===== src/rtl/prod_accum.sv =====
// Block accumulator for a fixed-latency multiplier stream: sums `len` products per block,
// detecting each product on a rising edge of `valid`, and publishes the exact and 64-bit saturated sums.
module prod_accum #(
    parameter int LEN_W = 8,
    parameter int ACC_W = 72
) (
    input  logic               clock,
    input  logic               reset,
    input  logic [63:0]        prodt,
    input  logic               valid,
    input  logic [LEN_W-1:0]   len,
    input  logic               clear,
    output logic [ACC_W-1:0]   acc_out,
    output logic [63:0]        sat_out,
    output logic               ovf,
    output logic               acc_valid,
    output logic               busy,
    output logic [LEN_W:0]     cnt
);

    localparam int CW = LEN_W + 1;
    localparam logic [CW-1:0] CNT_ZERO = {CW{1'b0}};
    localparam logic [CW-1:0] CNT_ONE  = {{LEN_W{1'b0}}, 1'b1};

    typedef enum logic [1:0] {
        S_IDLE  = 2'd0,
        S_ACCUM = 2'd1,
        S_DONE  = 2'd2
    } state_t;

    state_t             r_state;
    state_t             w_state_nxt;
    logic               r_valid_q;
    logic               w_rise;
    logic [CW-1:0]      r_len;
    logic [CW-1:0]      w_len_nxt;
    logic [CW-1:0]      w_len_eff;
    logic [ACC_W-1:0]   r_acc;
    logic [ACC_W-1:0]   w_acc_nxt;
    logic [ACC_W-1:0]   w_prod_ext;
    logic [CW-1:0]      r_cnt;
    logic [CW-1:0]      w_cnt_nxt;
    logic [CW-1:0]      w_cnt_inc;

    logic [ACC_W-1:0]   r_acc_out;
    logic [63:0]        r_sat_out;
    logic               r_ovf;
    logic               r_acc_valid;
    logic               r_busy;
    logic [ACC_W-1:0]   w_acc_out_nxt;
    logic [63:0]        w_sat_out_nxt;
    logic               w_ovf_nxt;
    logic               w_acc_valid_nxt;
    logic               w_busy_nxt;

    // True when the bits above bit 62 are all copies of the sign, i.e. the value fits in 64 signed bits.
    function automatic logic fits64(input logic [ACC_W-1:0] a);
        logic [ACC_W-64:0] top;
        top = a[ACC_W-1:63];
        return (top == {(ACC_W-63){1'b0}}) || (top == {(ACC_W-63){1'b1}});
    endfunction

    function automatic logic [63:0] sat64(input logic [ACC_W-1:0] a);
        logic [63:0] res;
        if (fits64(a)) begin
            res = a[63:0];
        end else if (a[ACC_W-1]) begin
            res = 64'h8000_0000_0000_0000;
        end else begin
            res = 64'h7FFF_FFFF_FFFF_FFFF;
        end
        return res;
    endfunction

    assign w_rise     = valid & ~r_valid_q;
    assign w_prod_ext = {{(ACC_W-64){prodt[63]}}, prodt};
    assign w_cnt_inc  = r_cnt + CNT_ONE;
    // A zero length encodes the full 2^LEN_W block.
    assign w_len_eff  = (len == {LEN_W{1'b0}}) ? {1'b1, {LEN_W{1'b0}}} : {1'b0, len};

    // State and datapath registers; valid_q resets high so a level already present is not a rise.
    always_ff @(posedge clock or posedge reset) begin
        if (reset) begin
            r_state   <= S_IDLE;
            r_valid_q <= 1'b1;
            r_len     <= CNT_ZERO;
            r_acc     <= {ACC_W{1'b0}};
            r_cnt     <= CNT_ZERO;
        end else begin
            r_state   <= w_state_nxt;
            r_valid_q <= valid;
            r_len     <= w_len_nxt;
            r_acc     <= w_acc_nxt;
            r_cnt     <= w_cnt_nxt;
        end
    end

    // Next-state and accumulator update; clear overrides any rise seen in the same cycle.
    always_comb begin
        w_state_nxt = r_state;
        w_len_nxt   = r_len;
        w_acc_nxt   = r_acc;
        w_cnt_nxt   = r_cnt;
        if (clear) begin
            w_state_nxt = S_IDLE;
            w_cnt_nxt   = CNT_ZERO;
        end else begin
            case (r_state)
                S_IDLE, S_DONE: begin
                    if (w_rise) begin
                        w_len_nxt   = w_len_eff;
                        w_acc_nxt   = w_prod_ext;
                        w_cnt_nxt   = CNT_ONE;
                        w_state_nxt = (w_len_eff == CNT_ONE) ? S_DONE : S_ACCUM;
                    end else begin
                        w_state_nxt = S_IDLE;
                        w_cnt_nxt   = CNT_ZERO;
                    end
                end
                S_ACCUM: begin
                    if (w_rise) begin
                        w_acc_nxt   = r_acc + w_prod_ext;
                        w_cnt_nxt   = w_cnt_inc;
                        w_state_nxt = (w_cnt_inc == r_len) ? S_DONE : S_ACCUM;
                    end else begin
                        w_state_nxt = S_ACCUM;
                    end
                end
                default: begin
                    w_state_nxt = S_IDLE;
                    w_cnt_nxt   = CNT_ZERO;
                end
            endcase
        end
    end

    // Output values for the coming cycle; results only change on entry to DONE.
    always_comb begin
        w_acc_valid_nxt = (w_state_nxt == S_DONE);
        w_busy_nxt      = (w_state_nxt == S_ACCUM);
        if (w_acc_valid_nxt) begin
            w_acc_out_nxt = w_acc_nxt;
            w_sat_out_nxt = sat64(w_acc_nxt);
            w_ovf_nxt     = ~fits64(w_acc_nxt);
        end else begin
            w_acc_out_nxt = r_acc_out;
            w_sat_out_nxt = r_sat_out;
            w_ovf_nxt     = r_ovf;
        end
    end

    // Registered outputs.
    always_ff @(posedge clock or posedge reset) begin
        if (reset) begin
            r_acc_out   <= {ACC_W{1'b0}};
            r_sat_out   <= 64'h0;
            r_ovf       <= 1'b0;
            r_acc_valid <= 1'b0;
            r_busy      <= 1'b0;
        end else begin
            r_acc_out   <= w_acc_out_nxt;
            r_sat_out   <= w_sat_out_nxt;
            r_ovf       <= w_ovf_nxt;
            r_acc_valid <= w_acc_valid_nxt;
            r_busy      <= w_busy_nxt;
        end
    end

    assign acc_out   = r_acc_out;
    assign sat_out   = r_sat_out;
    assign ovf       = r_ovf;
    assign acc_valid = r_acc_valid;
    assign busy      = r_busy;
    assign cnt       = r_cnt;

endmodule


===== config.mk =====
export PLATFORM = sky130hd
export DESIGN_NAME = prod_accum
export DESIGN_NICKNAME = d
export VERILOG_FILES = /design/src/rtl/prod_accum.sv
export SDC_FILE = /design/constraint.sdc
export NUM_CORES = 1
export LEC_CHECK = 0
export BUFFER_PORTS_ARGS = -buffer_cell sky130_fd_sc_hd__buf_2
export CORE_ASPECT_RATIO = 0.75
export CORE_MARGIN = 2
export CORE_UTILIZATION = 55
export DETAILED_ROUTE_END_ITERATION = 16
export PLACE_DENSITY_LB_ADDON = 0.25
export SYNTH_ARGS = -nofsm -noshare
export SYNTH_HDL_FRONTEND = slang
export SYNTH_SLANG_ARGS = --single-unit

===== constraint.sdc =====
create_clock -name clock -period 8.3 [get_ports clock]
set_input_delay 0.83 -clock clock [delete_from_list [all_inputs] [get_ports clock]]
set_output_delay 0.83 -clock clock [all_outputs]
set_load 0.1 [all_outputs]

==> run_results.csv, run 1 <==
group,metric,value,unit
floorplanning,core_area,26100,sq um
finish,fillers,2267,
synth,ys_seq_area_frac,0.396,
power,peakVddDrop,0.199,mV
synth,async_flop_share,1.00,
clock_tree,cts_setup_buffers,0,
synth,synthMuxAreaShare,0.00930,
sta,min_period_over_period,0.619,
clock_tree,cts.repair.resized,0,
finish,final_cell_mix,"262 x nand2_1, 231 x dfrtp_1, 223 x buf_2",
setup_path,crit_buf_inv,3,
finish,post-route-util,0.645,
clock_tree,clockBufferDepth,3,
power,seq_power_share,0.294,
hold_path,min_to,"r_valid_q$_DFF_PP1_",
synth,synth_xor_area_frac,0.0472,
status,status,"complete, no violations",
hold_path,min_path_type,"input pin to flop",
clock_tree,cts-root-buf,"clkbuf_16",
floorplanning,rows,51,
finish,syn_to_final_growth,14.9,%
setup_path,rr_endpoint,"sat_out[15]$_DFFE_PP0P_",
route,ant_nets,0,
floorplanning,dieArea,28000,sq um
sta,fin_skew,31.2,ps
setup_path,cp-start-kind,"flop",
setup_path,r2r_slack,3170,ps
placement,place_hpwl,35200,microns
power,power_frac_clock,0.251,
route,wl_per_cell,21.5,microns
clock_tree,cts_buffers,25,
synth,yosysWarnings,0,
setup_path,crit_path_max_incr_delay,820,ps
sta,hold_viol,0,
synth,syn_area,14700,sq um
setup_path,path_class,"flop to flop",
route,drt_wl_total,48100,microns
clock_tree,cts_tree,"yes",
clock_tree,cts.clk_slew.worst_paths,70,ps
clock_tree,htree_levels,1,
synth,synthAdderAreaFrac,0.0628,
synth,synth_edf_count,0,
setup_path,worst_ep_arrival_time,5600,ps
clock_tree,cts.sinks,232,
sta,fin_hold_ws,401,ps
clock_tree,cts_hold_buf,0,
route,drc,0,
sta,fin_crit,5130,ps
synth,synth_seq_cells,232,
setup_path,cpLargestDelayFamily,"compound AO/OA/AOI/OAI gates",
route,drt_iter0_drc,1517,
setup_path,end_kind,"flop",
grt,grt_pass1_vias,13500,
grt,grt_max_degree,98,
finish,n_antenna_cell,0,
route,first_pass_iters,8,
grt,grt_pass1_wl,75900,microns
power,combPwrFrac,0.454,
power,powerDensity,285,nW/um^2
grt,antenna_found_initial,1,
synth,synthFlopType,"dfrtp_1",
hold_path,holdCritStartpoint,"valid",
synth,synth_top_family_by_area,"compound AO/OA/AOI/OAI gates",
placement,gp_congestion,0.995,
synth,synth-simple-area-share,0.188,
route,vias,14300,
setup_path,r2r_cells,12,
floorplanning,io_pins,224,
power,p_int,2.64,mW
synth,synth_cells,1695,
setup_path,critical_path.cell_chain,"buf_4 > inv_2 > nor2_1 > nand2_1 > nor2_1 > buf_4 > a31oi_1 > a311oi_2 > nand3_1 > nor4_4 > a21o_1 > o221a_2",
setup_path,required,8760,ps
floorplanning,fp.dieW,193,microns
sta,max-slew-margin-rel,0.219,
sta,finalSetupTns,0,ps
grt,grtUsageTotal,0.341,
sta,tightest_slew,1170,ps
setup_path,crit_fanout,40,
clock_tree,clock_latency,550,ps
finish,layout_commonest_cell,"nand2_1",
setup_path,r2r-start,"r_state[0]$_DFF_PP0_",
sta,rsz0062_at_grt,"false",
sta,setup-violations-final,0,
finish,drive_gt1_frac,0.180,
synth,synth.avg_cell_area,8.65,sq um
route,viasPerCell,6.40,
floorplanning,initial_core_util,0.562,
job,max_cap_viol_count,0,
synth,synth_cell_types,93,
placement,portBuffers,223,
hold_path,worstHoldPathCells,1,
sta,drv_slew,0,
setup_path,cp_slowest_cell,"a21o_1",
power,switching_share,0.449,
synth,synth_nets,1844,
grt,gr-total-overflow,0,
power,power.switching,2.15,mW
floorplanning,die_h,145,microns
finish,fin_nets,2022,
synth,synth-compound-area-share,0.255,
sta,max_freq,195,MHz
power,total_leakage_power,8.23,nW
==> metrics by stage <==
step                instances  instance area, sq um  power [mW]  setup slack (ps)
global route             2234                 16800        5.03              2980
finish                   2234                 16800        4.79              3170
global placement         2190                 16000        3.53              3010
detailed placement       2190                 16000        3.54              2870
CTS                      2234                 16800        4.76              3300
floorplan                1695                 14700        3.05              1110
==> area by class of cell <==
class,instances,area [sq um],area share
Clock buffer,30,654,0.0388
Sequential cell,232,5810,0.345
Clock inverter,14,208,0.0123
Timing Repair Buffer,243,1270,0.0752
Tap cell,344,430,0.0256
Multi-Input combinational cell,1317,8270,0.491
Inverter,54,210,0.0125
==> cells by family (layout without fill, tap and decap cells) <==
| logic type | Yosys count | in the layout |
|---|---|---|
| xor+xnor | 79 | 79 |
| buf+inv | 146 | 341 |
| flops | 232 | 232 |
| mux | 13 | 13 |
| simple gates | 600 | 600 |
| compound gates | 552 | 552 |
| fa+ha+maj | 73 | 73 |
==> per-layer routing <==
metal / part of all wire / wire length, microns / up-vias / track usage
li1: - / - / 6556 / -
met1: 0.47 / 22500 / 6964 / 0.526
met2: 0.42 / 20000 / 701 / 0.485
met3: 0.092 / 4410 / 85 / 0.0738
met4: 0.024 / 1160 / 2 / 0.0851
met5: 0.00035 / 17 / - / 0
==> synth_stat cells (12+ instances only) <==
| cell | instances | area [sq um] |
|---|---|---|
| ha_1 | 72 | 901 |
| inv_1 | 52 | 195 |
| o211ai_1 | 18 | 135 |
| xor2_1 | 47 | 412 |
| a211oi_1 | 43 | 323 |
| o21ai_0 | 131 | 656 |
| dfrtp_1 | 231 | 5780 |
| and3_1 | 16 | 100 |
| a221oi_1 | 16 | 140 |
| a21oi_1 | 128 | 641 |
| nor3_1 | 23 | 115 |
| a21o_1 | 25 | 188 |
| clkbuf_1 | 59 | 221 |
| nand2_1 | 264 | 991 |
| nand3_1 | 34 | 170 |
| nand2b_1 | 12 | 75.1 |
| o22ai_1 | 19 | 119 |
| nand4_1 | 28 | 175 |
| xnor2_1 | 32 | 280 |
| a22oi_1 | 14 | 105 |
| o21a_1 | 13 | 97.6 |
| buf_2 | 14 | 70.1 |
| a222oi_1 | 22 | 220 |
| nor2_1 | 159 | 597 |
| o221a_1 | 15 | 169 |
==> power by group through the flow <==
stage          sequential [mW]  clock [mW]  combinational, mW
2_1_floorplan             1.86           0               1.18
3_3_place_gp              1.42           0               2.10
3_5_place_dp              1.42           0               2.12
4_1_cts                   1.41        1.22               2.13
5_1_grt                   1.43        1.27               2.33
6_report                  1.41        1.21               2.18
==> sequential cells by signal (all words and copies together), names as in the netlist <==
name and count:
r_acc 72, r_state 2, r_len 9, acc_out 72, cnt 9, r_valid_q 1
busy 1, acc_valid 1, ovf 1, sat_out 64
==> worst max path at each step <==
stage | startpoint | endpoint | slack (ps) | cells past startpoint
final | r_state[0]$_DFF_PP0_ | sat_out[15]$_DFFE_PP0P_ | 3170 | 12
after global routing | r_state[0]$_DFF_PP0_ | sat_out[14]$_DFFE_PP0P_ | 2980 | 12
after CTS | r_state[0]$_DFF_PP0_ | sat_out[15]$_DFFE_PP0P_ | 3300 | 10
after detailed placement | clear | sat_out[15]$_DFFE_PP0P_ | 2870 | 10
after global placement | clear | sat_out[19]$_DFFE_PP0P_ | 3010 | 10
after floorplan | reset | acc_out[0]$_DFFE_PP0P_ | 1110 | 1
==> worst register-to-register path: cells and delay by family, from the launching register on <==
kind	cells	cell delay, ps
AOI/OAI and AO/OA	4	1970
buffers and inverters	3	1250
DFF	1	320
and+or+nand+nor	5	1550
Power figures use the tool's default switching activity.
==> inputs of run 2 (changes only) <==
Clock period 8.3 ns to 4.9 ns, I/O delays scaled along.
==> run_results.csv, run 2 (synthesized netlist as in run 1, its figures left out) <==
group,metric,value,unit
status,status,"complete, no violations",
power,total_leakage_power,8.32,nW
finish,drive_gt1_frac,0.186,
power,p_total,8.08,mW
route,drc,0,
finish,regArea,5810,sq um
clock_tree,clockBufferDepth,3,
finish,fillers,2262,
sta,rsz0062_at_grt,"false",
power,peakVddDrop,0.284,mV
grt,gr-total-overflow,0,
grt,grt_max_degree,140,
clock_tree,cts_tree,"yes",
placement,gp_congestion,1.03,
sta,fin_hold_ws,86.3,ps
route,viasPerCell,6.39,
sta,max-slew-margin-rel,0.431,
placement,portBuffers,223,
setup_path,cp_common_cell,"a21oi_1",
job,max_cap_viol_count,0,
floorplanning,fp.dieW,193,microns
sta,tightest_slew,845,ps
grt,grtUsageTotal,0.340,
sta,drv_slew,0,
sta,setup-violations-final,0,
clock_tree,cts-root-buf,"clkbuf_16",
setup_path,cp_slowest_cell,"nor3_2",
finish,fin_nets,2041,
finish,layout_commonest_cell,"nand2_1",
floorplanning,die_h,145,microns
clock_tree,cts_buffers,24,
clock_tree,htree_levels,1,
setup_path,end_kind,"flop",
clock_tree,cts.sinks,232,
sta,fin_skew,19.5,ps
sta,min_period_over_period,0.911,
finish,syn_to_final_growth,15.9,%
setup_path,crit_path_max_incr_delay,450,ps
sta,hold_viol,0,
grt,antenna_found_initial,1,
clock_tree,cts.clk_slew.worst_paths,60,ps
floorplanning,core_area,26100,sq um
floorplanning,dieArea,28000,sq um
clock_tree,clock_latency,530,ps
sta,finalSetupTns,0,ps
route,first_pass_iters,6,
floorplanning,rows,51,
setup_path,cp-start-kind,"flop",
route,wl_per_cell,21.3,microns
setup_path,crit_fanout,30,
clock_tree,cts.repair.resized,0,
finish,final_cell_mix,"263 x nand2_1, 231 x dfrtp_1, 223 x buf_2",
grt,grt_pass1_wl,75800,microns
sta,max_freq,224,MHz
grt,grt_pass1_vias,13600,
setup_path,required,5320,ps
setup_path,worst_ep_arrival_time,4890,ps
sta,fin_crit,4460,ps
setup_path,path_class,"flop to flop",
route,vias,14400,
route,drt_iter0_drc,1709,
finish,multi_input_area,8270,sq um
power,powerDensity,475,nW/um^2
floorplanning,initial_core_util,0.562,
placement,place_hpwl,36000,microns
route,ant_nets,0,
hold_path,min_path_type,"input pin to flop",
floorplanning,io_pins,224,
route,drt_wl_total,48000,microns
setup_path,critical_path.cell_chain,"ha_1 > fa_1 > a21o_1 > a221o_1 > a21oi_1 > a21oi_1 > o21ai_0 > mux2i_1 > nor3_2 > nand3_1 > nor4_4 > a21oi_2 > buf_4 > a211oi_1",
run 2: changes by cell type in the layout (fill, tap and decap cells not counted), sizes merged:
cell	delta
buf	+19
clkbuf	+3
dlygate4sd3	+1
diode	+1
inv	-2
clkinv	-1
bufinv	-1
run 2: stage by stage:
step	std cells	instance area [sq um]	utilization	setup slack [ps]
detailed placement	2209	16200	0.619	276
global route	2254	17000	0.652	259
floorplan	1695	14700	-	1010
finish	2254	17000	0.652	438
CTS	2253	17000	0.651	504
global placement	2209	16200	0.619	390
run 2: worst max-delay path: cells and delay by family, from the launching register on:
kind,cells,cell delay (ps)
adder cells (fa/ha/maj),2,680
flip-flops,1,400
multiplexers,1,140
AO/OA/AOI/OAI,7,1890
AND/OR/NAND/NOR,3,950
buffers and inverters,1,280
run 2: worst paths after layout:
path / from / end / slack, ps / cells after the start
worst min register to register: acc_out[9]$_DFFE_PP0P_ / acc_out[9]$_DFFE_PP0P_ / 460 / 2
max in group asynchronous: reset / acc_out[33]$_DFFE_PP0P_ / 3490 / 4
worst max-delay path: r_acc[0]$_DFF_PP0_ / sat_out[41]$_DFFE_PP0P_ / 440 / 14
worst max register to register: r_acc[0]$_DFF_PP0_ / sat_out[41]$_DFFE_PP0P_ / 440 / 14
min in group asynchronous: reset / acc_out[2]$_DFFE_PP0P_ / 410 / 3
worst min-delay path: valid / r_valid_q$_DFF_PP1_ / 90 / 1
run 2: cell type report:
cell class | instances | area share
Clock buffer | 33 | 0.0397
Multi-Input combinational cell | 1317 | 0.486
Tap cell | 344 | 0.0253
Clock inverter | 10 | 0.00942
Sequential cell | 232 | 0.341
Inverter | 54 | 0.0121
Antenna cell | 1 | 0.000147
Timing Repair Buffer | 263 | 0.0856
run 2: power breakdown:
part | total (mW) | internal (mW) | switching [mW] | leakage, nW
Clock | 1.96 | 1.18 | 0.788 | 0.406
Sequential | 2.40 | 2.19 | 0.204 | 3.06
Combinational | 3.71 | 1.08 | 2.63 | 4.85
Total | 8.08 | 4.45 | 3.62 | 8.32
run 2: per-layer routing:
metal,vias up,part of all wire,track usage
met5,-,0,0
met4,0,0.023,0.0809
met3,88,0.11,0.0767
met2,752,0.42,0.489
met1,6965,0.45,0.518
li1,6599,-,-
run 2: what timing repair did:
item / 4_1_cts / 5_1_grt
setup endpoints to repair: 0 / 0
hold buffers: 1 / 0
hold endpoints to repair: 2 / 0
buffers inserted: 0 / 0
==> inputs of run 3 (changes only) <==
Settings changed: REMOVE_ABC_BUFFERS set to 1.
==> run_results.csv, run 3 (synthesized netlist as in run 1, its figures left out) <==
group,metric,value,unit
status,status,"complete, no violations",
floorplanning,fp.dieW,193,microns
setup_path,critical_path.cell_chain,"ha_1 > fa_1 > a21o_1 > a221o_1 > a211o_1 > o211ai_2 > a21oi_1 > nor4b_2 > nor3b_2 > nor4_4 > nand4_4 > a211o_1 > buf_4 > o221a_1",
clock_tree,cts_buffers,23,
route,ant_nets,0,
route,viasPerCell,6.50,
clock_tree,clockBufferDepth,3,
finish,final_cell_mix,"263 x nand2_1, 231 x dfrtp_1, 223 x buf_2",
floorplanning,dieArea,28000,sq um
floorplanning,core_area,26100,sq um
setup_path,crit_buf_inv,1,
setup_path,crit_fanout,26,
placement,dpl_worst_slack,286,ps
sta,fin_hold_ws,64.7,ps
clock_tree,cts_setup_buffers,0,
power,peakVddDrop,0.338,mV
setup_path,end_kind,"flop",
floorplanning,rows,51,
clock_tree,cts.sinks,232,
setup_path,cp_slowest_cell,"a221o_1",
route,drc,0,
setup_path,crit_path_max_incr_delay,420,ps
sta,max_freq,223,MHz
setup_path,path_class,"flop to flop",
grt,antenna_found_initial,0,
setup_path,cp-start-kind,"flop",
sta,max-slew-margin-rel,0.255,
clock_tree,cts.clk_slew.worst_paths,70,ps
sta,fin_crit,4480,ps
finish,fin_nets,2038,
hold_path,min_path_type,"input pin to flop",
setup_path,required,5320,ps
clock_tree,cts_hold_buf,0,
sta,drv_slew,0,
power,total_leakage_power,8.26,nW
sta,rsz0062_at_grt,"false",
setup_path,cpLargestDelayFamily,"compound AO/OA/AOI/OAI gates",
finish,n_antenna_cell,0,
grt,grt_max_degree,150,
placement,portBuffers,223,
finish,layout_commonest_cell,"nand2_1",
floorplanning,die_h,145,microns
grt,grtUsageTotal,0.356,
grt,grt_pass1_vias,14000,
clock_tree,cts.repair.resized,0,
setup_path,worst_ep_arrival_time,4900,ps
finish,syn_to_final_growth,15.1,%
route,drt_iter0_drc,1552,
setup_path,cp_common_cell,"a211o_1",
clock_tree,htree_levels,1,
floorplanning,initial_core_util,0.562,
route,drt_wl_total,50000,microns
grt,grt_pass1_wl,78300,microns
route,wl_per_cell,22.2,microns
route,first_pass_iters,6,
grt,gr-total-overflow,0,
placement,gp_congestion,1.01,
job,max_cap_viol_count,0,
power,powerDensity,466,nW/um^2
clock_tree,cts_tree,"yes",
sta,hold_viol,0,
clock_tree,clock_latency,540,ps
sta,tightest_slew,1120,ps
sta,fin_skew,10.1,ps
floorplanning,io_pins,224,
route,vias,14600,
placement,place_hpwl,36700,microns
sta,setup-violations-final,0,
finish,drive_gt1_frac,0.186,
sta,fin_ws,421,ps
sta,min_period_over_period,0.914,
clock_tree,cts-root-buf,"clkbuf_16",
[run 3: per-layer routing]
| metal | global-route usage | vias up | part of all wire |
|---|---|---|---|
| met5 | 0 | - | 0 |
| met4 | 0.0813 | 0 | 0.024 |
| met3 | 0.0810 | 84 | 0.11 |
| met2 | 0.507 | 817 | 0.41 |
| met1 | 0.549 | 7119 | 0.46 |
| li1 | - | 6602 | - |
[run 3: cell type report]
type,instances,area (sq um)
Fill cell,2217,9220
Multi-Input combinational cell,1317,8270
Sequential cell,232,5810
Timing Repair Buffer,261,1440
Clock buffer,30,642
Tap cell,344,430
Inverter,54,210
Clock inverter,10,82.6
[run 3: metrics by stage]
| step | power, mW | std cells | util | setup TNS, ps | cell area, sq um |
|---|---|---|---|---|---|
| 2_1_floorplan | 5.13 | 1603 | - | -510500 | 14300 |
| 3_3_place_gp | 5.99 | 2208 | 0.619 | 0 | 16200 |
| 3_5_place_dp | 6.03 | 2208 | 0.619 | 0 | 16200 |
| 4_1_cts | 7.80 | 2248 | 0.647 | 0 | 16900 |
| 5_1_grt | 8.26 | 2248 | 0.647 | 0 | 16900 |
| 6_report | 7.87 | 2248 | 0.647 | 0 | 16900 |
[run 3: worst reg2reg max path, stage by stage, from the launching register on]
cell,delay [ps]
dfrtp_1,400
ha_1,240
fa_1,410
a21o_1,190
a221o_1,420
a211o_1,370
o211ai_2,400
a21oi_1,180
nor4b_2,310
nor3b_2,150
nor4_4,200
nand4_4,230
a211o_1,350
buf_4,240
o221a_1,270
[run 3: worst paths after layout]
path                       slack [ps]                     from  cells after the start                 endpoint
max                               420       r_acc[0]$_DFF_PP0_                     14  sat_out[12]$_DFFE_PP0P_
max in group asynchronous        3740                    reset                      3      r_valid_q$_DFF_PP1_
min                                60                    valid                      1      r_valid_q$_DFF_PP1_
min reg2reg                       470  acc_out[15]$_DFFE_PP0P_                      2  acc_out[15]$_DFFE_PP0P_
max reg2reg                       420       r_acc[0]$_DFF_PP0_                     14  sat_out[12]$_DFFE_PP0P_
min in group asynchronous         150                    reset                      2  acc_out[54]$_DFFE_PP0P_
[run 3: where the power goes]
part	switching, mW	internal [mW]	total (mW)
Sequential	0.200	2.19	2.39
Combinational	2.64	1.08	3.72
Clock	0.786	0.974	1.76
